File: config.mk
export PLATFORM = sky130hd
export DESIGN_NAME = all_things_mem_tester_flat
export DESIGN_NICKNAME = d
export VERILOG_FILES = /design/src/rtl/all_things_mem_tester_pkg.sv /design/src/rtl/all_things_mem_tester_if.sv /design/src/rtl/all_things_mem_tester_rd_pipe.sv /design/src/rtl/all_things_mem_tester.sv /design/src/flat_wrapper.sv
export SDC_FILE = /design/constraint.sdc
export NUM_CORES = 1
export LEC_CHECK = 0
export ABC_AREA = 0
export ABC_CLOCK_PERIOD_IN_PS = 4530
export CORE_UTILIZATION = 30
export DETAILED_ROUTE_END_ITERATION = 8
export PLACE_DENSITY_LB_ADDON = 0.15
export SYNTH_ARGS = -nofsm -noshare
export SYNTH_HDL_FRONTEND = slang
export SYNTH_HIERARCHICAL = 1
export SYNTH_SLANG_ARGS = --single-unit
File: constraint.sdc
create_clock -name clk -period 4.53 [get_ports clk]
set_input_delay 0.906 -clock clk [delete_from_list [all_inputs] [get_ports clk]]
set_output_delay 0.906 -clock clk [all_outputs]
set_load 0.02 [all_outputs]
File: src/rtl/all_things_mem_tester_pkg.sv
// Shared types and constants for the all_things RAM tester.
package all_things_mem_tester_pkg;

    // Width of the saturating mismatch counter.
    localparam int ERR_CNT_W = 16;

    // Tester FSM states; also exported on the debug state port.
    typedef enum logic [2:0] {
        ST_IDLE  = 3'd0,
        ST_WRITE = 3'd1,
        ST_READ  = 3'd2,
        ST_DRAIN = 3'd3,
        ST_DONE  = 3'd4
    } state_t;

endpackage

File: src/rtl/all_things_mem_tester_if.sv
// Avalon-MM bus between the tester (master) and the on-chip RAM (slave).
//
// Handshake: a transfer happens on a cycle where (read | write) is high and
// waitrequest is low. While waitrequest is high the master keeps address,
// writedata, read and write unchanged. read and write are never high together,
// and chipselect is high exactly when one of them is. Read data returns a
// fixed number of cycles after the read is accepted.
interface all_things_mem_tester_if #(
    parameter int ADDR_W = 10,
    parameter int DATA_W = 32
);
    logic [ADDR_W-1:0]   address;
    logic [DATA_W/8-1:0] byteenable;
    logic                chipselect;
    logic                write;
    logic                read;
    logic [DATA_W-1:0]   writedata;
    logic [DATA_W-1:0]   readdata;
    logic                waitrequest;

    modport master (
        output address, byteenable, chipselect, write, read, writedata,
        input  readdata, waitrequest
    );

    modport slave (
        input  address, byteenable, chipselect, write, read, writedata,
        output readdata, waitrequest
    );
endinterface

File: src/rtl/all_things_mem_tester_rd_pipe.sv
// Fixed-latency tracking pipe: each accepted read pushes its expected data and
// address, which emerge DEPTH cycles later alongside the returned readdata.
module all_things_rd_pipe #(
    parameter int DEPTH  = 1,
    parameter int ADDR_W = 10,
    parameter int DATA_W = 32
) (
    input  logic              clk,
    input  logic              reset_n,
    input  logic              push,
    input  logic [DATA_W-1:0] push_exp,
    input  logic [ADDR_W-1:0] push_addr,
    output logic              out_valid,
    output logic [DATA_W-1:0] out_exp,
    output logic [ADDR_W-1:0] out_addr,
    output logic              empty
);

    logic              vld_q  [DEPTH];
    logic              vld_d  [DEPTH];
    logic [DATA_W-1:0] exp_q  [DEPTH];
    logic [DATA_W-1:0] exp_d  [DEPTH];
    logic [ADDR_W-1:0] addr_q [DEPTH];
    logic [ADDR_W-1:0] addr_d [DEPTH];

    // Shift every stage one place toward the output; stage 0 takes the new push.
    always_comb begin
        vld_d[0]  = push;
        exp_d[0]  = push_exp;
        addr_d[0] = push_addr;
        for (int i = 1; i < DEPTH; i++) begin
            vld_d[i]  = vld_q[i-1];
            exp_d[i]  = exp_q[i-1];
            addr_d[i] = addr_q[i-1];
        end
    end

    // Pipe registers, cleared by reset so no stale entry survives a reset.
    always_ff @(posedge clk or negedge reset_n) begin
        if (!reset_n) begin
            for (int i = 0; i < DEPTH; i++) begin
                vld_q[i]  <= 1'b0;
                exp_q[i]  <= '0;
                addr_q[i] <= '0;
            end
        end else begin
            for (int i = 0; i < DEPTH; i++) begin
                vld_q[i]  <= vld_d[i];
                exp_q[i]  <= exp_d[i];
                addr_q[i] <= addr_d[i];
            end
        end
    end

    // The last stage is the entry whose readdata is on the bus this cycle.
    // "empty" means nothing remains behind it, so the pipe is drained once the
    // current output has been compared.
    always_comb begin
        out_valid = vld_q[DEPTH-1];
        out_exp   = exp_q[DEPTH-1];
        out_addr  = addr_q[DEPTH-1];
        empty     = 1'b1;
        for (int i = 0; i < DEPTH - 1; i++) begin
            if (vld_q[i]) empty = 1'b0;
        end
    end

endmodule

File: src/rtl/all_things_mem_tester.sv
// Avalon-MM memory tester: writes (seed + i) to (base + i) for a window of
// words, reads them back through a fixed-latency pipe and counts mismatches.
module all_things_mem_tester
    import all_things_mem_tester_pkg::*;
#(
    parameter int ADDR_W       = 10,
    parameter int DATA_W       = 32,
    parameter int READ_LATENCY = 1
) (
    input  logic                 clk,
    input  logic                 reset_n,
    input  logic                 start,
    input  logic [ADDR_W-1:0]    base_addr,
    input  logic [ADDR_W:0]      length,
    input  logic [DATA_W-1:0]    seed,
    output logic                 busy,
    output logic                 done,
    output logic                 pass,
    output logic [ERR_CNT_W-1:0] err_count,
    output logic [ADDR_W-1:0]    first_err_addr,
    output state_t               dbg_state,
    all_things_mem_tester_if.master avm
);

    localparam logic [ADDR_W:0]      IDX_ONE = 1;
    localparam logic [ERR_CNT_W-1:0] ERR_ONE = 1;

    state_t               state_q, state_d;
    logic [ADDR_W:0]      idx_q, idx_d;
    logic [ADDR_W:0]      len_q, len_d;
    logic [ADDR_W-1:0]    base_q, base_d;
    logic [DATA_W-1:0]    seed_q, seed_d;
    logic [ERR_CNT_W-1:0] err_q, err_d;
    logic [ADDR_W-1:0]    first_q, first_d;
    logic                 pass_q, pass_d;

    logic              last_idx;
    logic [ADDR_W-1:0] cur_addr;
    logic [DATA_W-1:0] cur_data;
    logic              pipe_push;
    logic              pipe_valid;
    logic [DATA_W-1:0] pipe_exp;
    logic [ADDR_W-1:0] pipe_addr;
    logic              pipe_empty;

    all_things_rd_pipe #(
        .DEPTH  (READ_LATENCY),
        .ADDR_W (ADDR_W),
        .DATA_W (DATA_W)
    ) u_rd_pipe (
        .clk       (clk),
        .reset_n   (reset_n),
        .push      (pipe_push),
        .push_exp  (cur_data),
        .push_addr (cur_addr),
        .out_valid (pipe_valid),
        .out_exp   (pipe_exp),
        .out_addr  (pipe_addr),
        .empty     (pipe_empty)
    );

    // Address and data for the current index; the address wraps silently.
    always_comb begin
        cur_addr = base_q + idx_q[ADDR_W-1:0];
        cur_data = seed_q + DATA_W'(idx_q);
        last_idx = (idx_q == len_q - IDX_ONE);
    end

    // Next-state logic, read-back compare and run bookkeeping.
    always_comb begin
        state_d   = state_q;
        idx_d     = idx_q;
        len_d     = len_q;
        base_d    = base_q;
        seed_d    = seed_q;
        err_d     = err_q;
        first_d   = first_q;
        pass_d    = pass_q;
        pipe_push = 1'b0;

        // Compare whatever emerges from the pipe, independent of state, so the
        // last few reads are still checked while draining.
        if (pipe_valid && (avm.readdata != pipe_exp)) begin
            if (err_q != '1) err_d = err_q + ERR_ONE;
            if (err_q == '0) first_d = pipe_addr;
        end

        case (state_q)
            ST_IDLE: begin
                if (start) begin
                    base_d  = base_addr;
                    len_d   = length;
                    seed_d  = seed;
                    idx_d   = '0;
                    err_d   = '0;
                    first_d = '0;
                    if (length == '0) begin
                        pass_d  = 1'b1;
                        state_d = ST_DONE;
                    end else begin
                        pass_d  = 1'b0;
                        state_d = ST_WRITE;
                    end
                end
            end
            ST_WRITE: begin
                if (!avm.waitrequest) begin
                    if (last_idx) begin
                        idx_d   = '0;
                        state_d = ST_READ;
                    end else begin
                        idx_d = idx_q + IDX_ONE;
                    end
                end
            end
            ST_READ: begin
                if (!avm.waitrequest) begin
                    pipe_push = 1'b1;
                    if (last_idx) begin
                        state_d = ST_DRAIN;
                    end else begin
                        idx_d = idx_q + IDX_ONE;
                    end
                end
            end
            ST_DRAIN: begin
                // err_d already includes this cycle's compare, so pass is
                // final on entry to DONE.
                if (pipe_empty) begin
                    pass_d  = (err_d == '0);
                    state_d = ST_DONE;
                end
            end
            ST_DONE: begin
                state_d = ST_IDLE;
            end
            default: begin
                state_d = ST_IDLE;
            end
        endcase
    end

    // State and run registers; reset returns to IDLE with all results cleared.
    always_ff @(posedge clk or negedge reset_n) begin
        if (!reset_n) begin
            state_q <= ST_IDLE;
            idx_q   <= '0;
            len_q   <= '0;
            base_q  <= '0;
            seed_q  <= '0;
            err_q   <= '0;
            first_q <= '0;
            pass_q  <= 1'b0;
        end else begin
            state_q <= state_d;
            idx_q   <= idx_d;
            len_q   <= len_d;
            base_q  <= base_d;
            seed_q  <= seed_d;
            err_q   <= err_d;
            first_q <= first_d;
            pass_q  <= pass_d;
        end
    end

    // Bus and status outputs decode straight from registered state, so they
    // are stable across stalls and go to zero as soon as reset asserts.
    always_comb begin
        avm.write      = (state_q == ST_WRITE);
        avm.read       = (state_q == ST_READ);
        avm.chipselect = avm.write | avm.read;
        avm.byteenable = '1;
        avm.address    = avm.chipselect ? cur_addr : '0;
        avm.writedata  = avm.write ? cur_data : '0;
        busy           = (state_q != ST_IDLE);
        done           = (state_q == ST_DONE);
        pass           = pass_q;
        err_count      = err_q;
        first_err_addr = first_q;
        dbg_state      = state_q;
    end

endmodule
File: src/flat_wrapper.sv
// flat-port wrapper written by rule: the top's interface ports become plain ports
module all_things_mem_tester_flat import all_things_mem_tester_pkg::*;
#(
    parameter int ADDR_W       = 10,
    parameter int DATA_W       = 32,
    parameter int READ_LATENCY = 1
)
  (clk, reset_n, start, base_addr, length, seed, busy, done, pass, err_count, first_err_addr, dbg_state, avm_address, avm_byteenable, avm_chipselect, avm_write, avm_read, avm_writedata, avm_readdata, avm_waitrequest);
  all_things_mem_tester_if #(.ADDR_W(ADDR_W), .DATA_W(DATA_W)) avm_i ();
  input  logic clk;
  input  logic reset_n;
  input  logic start;
  input  logic [ADDR_W-1:0] base_addr;
  input  logic [ADDR_W:0] length;
  input  logic [DATA_W-1:0] seed;
  output logic busy;
  output logic done;
  output logic pass;
  output logic [ERR_CNT_W-1:0] err_count;
  output logic [ADDR_W-1:0] first_err_addr;
  output state_t dbg_state;
  output wire logic [$bits(avm_i.address)-1:0] avm_address;
  output wire logic [$bits(avm_i.byteenable)-1:0] avm_byteenable;
  output wire logic [$bits(avm_i.chipselect)-1:0] avm_chipselect;
  output wire logic [$bits(avm_i.write)-1:0] avm_write;
  output wire logic [$bits(avm_i.read)-1:0] avm_read;
  output wire logic [$bits(avm_i.writedata)-1:0] avm_writedata;
  input wire logic [$bits(avm_i.readdata)-1:0] avm_readdata;
  input wire logic [$bits(avm_i.waitrequest)-1:0] avm_waitrequest;
  assign avm_address = avm_i.address;
  assign avm_byteenable = avm_i.byteenable;
  assign avm_chipselect = avm_i.chipselect;
  assign avm_write = avm_i.write;
  assign avm_read = avm_i.read;
  assign avm_writedata = avm_i.writedata;
  assign avm_i.readdata = avm_readdata;
  assign avm_i.waitrequest = avm_waitrequest;
  all_things_mem_tester #(.ADDR_W(ADDR_W), .DATA_W(DATA_W), .READ_LATENCY(READ_LATENCY)) u_core (.clk(clk), .reset_n(reset_n), .start(start), .base_addr(base_addr), .length(length), .seed(seed), .busy(busy), .done(done), .pass(pass), .err_count(err_count), .first_err_addr(first_err_addr), .dbg_state(dbg_state), .avm(avm_i));
endmodule
==> qor.txt <==
Seq/Total Area, Yosys - 43.2%
Switch Pwr - 2540 µW
Core area - 0.0260 mm²
Startpoint Class - flop
Critical path required time - 3620 ps
Leading cell types in the layout, fill and taps excluded - 199 x nand2_1, 144 x clkdlybuf4s50_1, 137 x dfrtp_1
Total power - 6250 µW
Avg Inst Size Synth - 8.91 µm²
Setup TNS - 0 ps
Met2 Wirelength - 11200 µm
# hold bufs at CTS - 0
Internal - 3710 µW
Number of I/O pins - 170
Clock edge transition at the registers on the reported setup and hold paths - 60 ps
Slew margin rel. - 44.4%
Critical path endpoint category - output port
Most repeated library cell on the critical path - a21oi_1
Number of core rows - 59
CP Data Arrival Time - 3410 ps
Worst hold-check path type - reg2reg
Routed vias - 6664
Pins Over Slew Limit - 0
Pre-CTS WS - 228 ps
Die X-Extent - 165 µm
Mapped Area - 0.00794 mm²
RSZ-0062 raised after global routing - no
Switching share of power - 40.6%
Max VDD drop - 0.000226 V
Gp weighted congestion - 0.838
Power per cell area - 588 mW/mm²
WL/cell - 16.8 µm
Clock Latency Late Sink - 430 ps
Delay-heaviest family, CP - compound AO/OA/AOI/OAI gates
Max incr delay on CP - 600 ps
Layout overhead on the synthesized area - 33.6%
Initial DRC Count - 401
CTS tree - yes
Worst path cell trace - buf_4 > ha_1 > a21o_1 > a21oi_1 > o21bai_1 > a21oi_1 > o21bai_1 > a21oi_1 > o21ai_0 > mux2_2 > clkdlybuf4s50_1
Drt pass-1 iters - 5
Most common cell after layout, fill and taps aside - nand2_1
Hold Slack - 482 ps
Post-route DRC - 0
Share of layout cells above drive strength 1 - 7.94%
Yosys warns - 6
Synth Register Bits - 137
CP bufs+invs - 2
Final core occ - 40.9%
Initial antenna violation count - 0
Max Cap Viol - 0
Worst-margin pin slew - 834 ps
Nets - 1174
Number of synthesized flops with an enable pin - 0
Global-route usage over all layers - 18.3%
Vias per std cell - 4.73
Clock buffer count from CTS - 17
Clk pwr share - 21.5%
FFs w/ async S/R, synth - 100%
Fmax - 0.232 GHz
Final wirelength - 23600 µm
Post-DRT Antenna Nets - 0
Initial core utilization - 30.6%
Top layer in use - met4
First-pass GRT wire length - 37400 µm
CTS root buffer - clkbuf_16
CTS sink count - 137
Final setup fails - 0
Crit-path slowest cell - clkdlybuf4s50_1
Status - complete, no violations
Endpoints failing hold - 0
Critical Path Fanout Max - 7
Min cycle time layout - 4320 ps
Largest net degree at the start of global routing - 89
Setup slack after layout - 213 ps
Gate power share - 44.8%
CTS HTree Levels - 4
Total Die Area - 0.0271 mm²
LEAKAGE - 0.00491 µW
Reg power frac - 33.7%
Post-Synthesis Cells - 892
Gr ovfl total - 0
Number of global-route vias before repair - 6765
Skew final - 14.2 ps
Port bufs - 165
Yosys cell types - 61
Main synth FF type - dfrtp_1
WL met1 - 11200 µm
Crit Path Class - reg2out
Die Ht - 165 µm
HPWL after DPL - 17800 µm
Crit share post-route - 95.3%
Longest Clk Path Bufs - 2
DR WL met3 - 817 µm
[final cells by class]
cell class	count	area (µm²)
clock inverters	12	118
fillers	2649	15400
inverters	30	113
diodes	2	5.00
well taps	335	419
repair buffers	185	1810
clock buffers	19	443
flip-flops and latches	137	3430
multi-input cells	688	4280
[cells in the mapped netlist, drive strengths merged, types with 5 or more instances]
library cell | number | share of area, %
a22o | 10 | 1.1
nand3 | 24 | 1.5
and3 | 14 | 1.1
ha | 24 | 3.8
nand4 | 19 | 1.6
mux2i | 24 | 3.0
clkbuf | 30 | 1.4
nor3b | 6 | 0.57
inv | 30 | 1.4
nor2 | 60 | 2.9
buf | 10 | 0.85
nor3 | 18 | 1.1
a21oi | 26 | 1.6
o21ai | 28 | 1.8
dfrtp | 137 | 43
and2 | 38 | 3.0
nand2b | 14 | 1.1
nor4 | 8 | 0.63
nand2 | 200 | 9.5
nor2b | 10 | 0.79
a21o | 5 | 0.47
xnor2 | 75 | 8.4
xor2 | 24 | 2.6
[stage by stage]
| stage | instances | cell area [µm²] |
|---|---|---|
| finish | 1408 | 10600 |
| CTS | 1406 | 10600 |
| global route | 1406 | 10600 |
| floorplan | 895 | 7960 |
| global placement | 1375 | 10000 |
| detailed placement | 1375 | 10000 |
[final timing paths]
check / from / to / slack [ps] / cells past startpoint
max: u_core/idx_q[1]$_DFFE_PN0P_ / avm_address[9] / 210 / 11
min: u_core/base_q[4]$_DFFE_PN0P_ / u_core/base_q[4]$_DFFE_PN0P_ / 480 / 2
max reg2reg: u_core/len_q[0]$_DFFE_PN0P_ / u_core/idx_q[0]$_DFFE_PN0P_ / 1310 / 10
min reg2reg: u_core/base_q[4]$_DFFE_PN0P_ / u_core/base_q[4]$_DFFE_PN0P_ / 480 / 2
max in group asynchronous: reset_n / u_core/seed_q[1]$_DFFE_PN0P_ / 3070 / 2
min in group asynchronous: reset_n / u_core/first_err_addr[6]$_DFF_PN0_ / 550 / 1
[layer usage]
metal	vias to the layer above	global-route usage, %
met3	25	3.21
met2	145	29.6
met5	-	0
met4	0	5.96
met1	3190	24.7
li1	3304	-
[state kept, by name (all words and copies together) (netlist names)]
name / cells
u_core/u_rd_pipe/out_addr: 10
u_core/idx_q: 11
u_core/err_count: 16
u_core/u_rd_pipe/out_valid: 1
u_core/pass: 1
u_core/first_err_addr: 10
u_core/seed_q: 32
u_core/base_q: 10
u_core/dbg_state: 3
u_core/len_q: 11
u_core/u_rd_pipe/out_exp: 32
[repair_timing]
action	in CTS	in global routing
endpoints found under the setup margin	11	21
resized for setup	13	24
buffers inserted	0	0
pin swaps	0	0
[kinds of logic (layout without fill, tap and decap cells)]
kind of cell             Yosys count  count (layout)  share of synthesized area, %
other                              2               7                        0.0945
multiplexers                      28              28                          3.59
buffers and inverters             70             246                          3.69
flip-flops                       137             137                          43.2
AO/OA/AOI/OAI                    104             104                          8.96
AND/OR/NAND/NOR                  426             426                          25.2
XOR/XNOR                          99              99                          11.0
adder cells (fa/ha/maj)           26              26                          4.28
[worst reg2reg max path: cells and delay by family, from the launching register on]
kind / cells / cell delay (ps)
xor gates and xnor gates: 1 / 140
AOI/OAI and AO/OA: 2 / 880
buffers and inverters: 1 / 90
muxes: 1 / 280
DFF: 1 / 400
adders and majority gates: 1 / 190
and+or+nand+nor: 4 / 1100
[power groups by stage]
stage                     combinational (µW)  clock, µW  sequential [µW]
after floorplan                         1800          0             2060
after global placement                  2830          0             2130
after detailed placement                2840          0             2130
after CTS                               2840       1380             2110
after global routing                    3110       1440             2180
final                                   2800       1340             2100
Power figures use the tool's default switching activity.
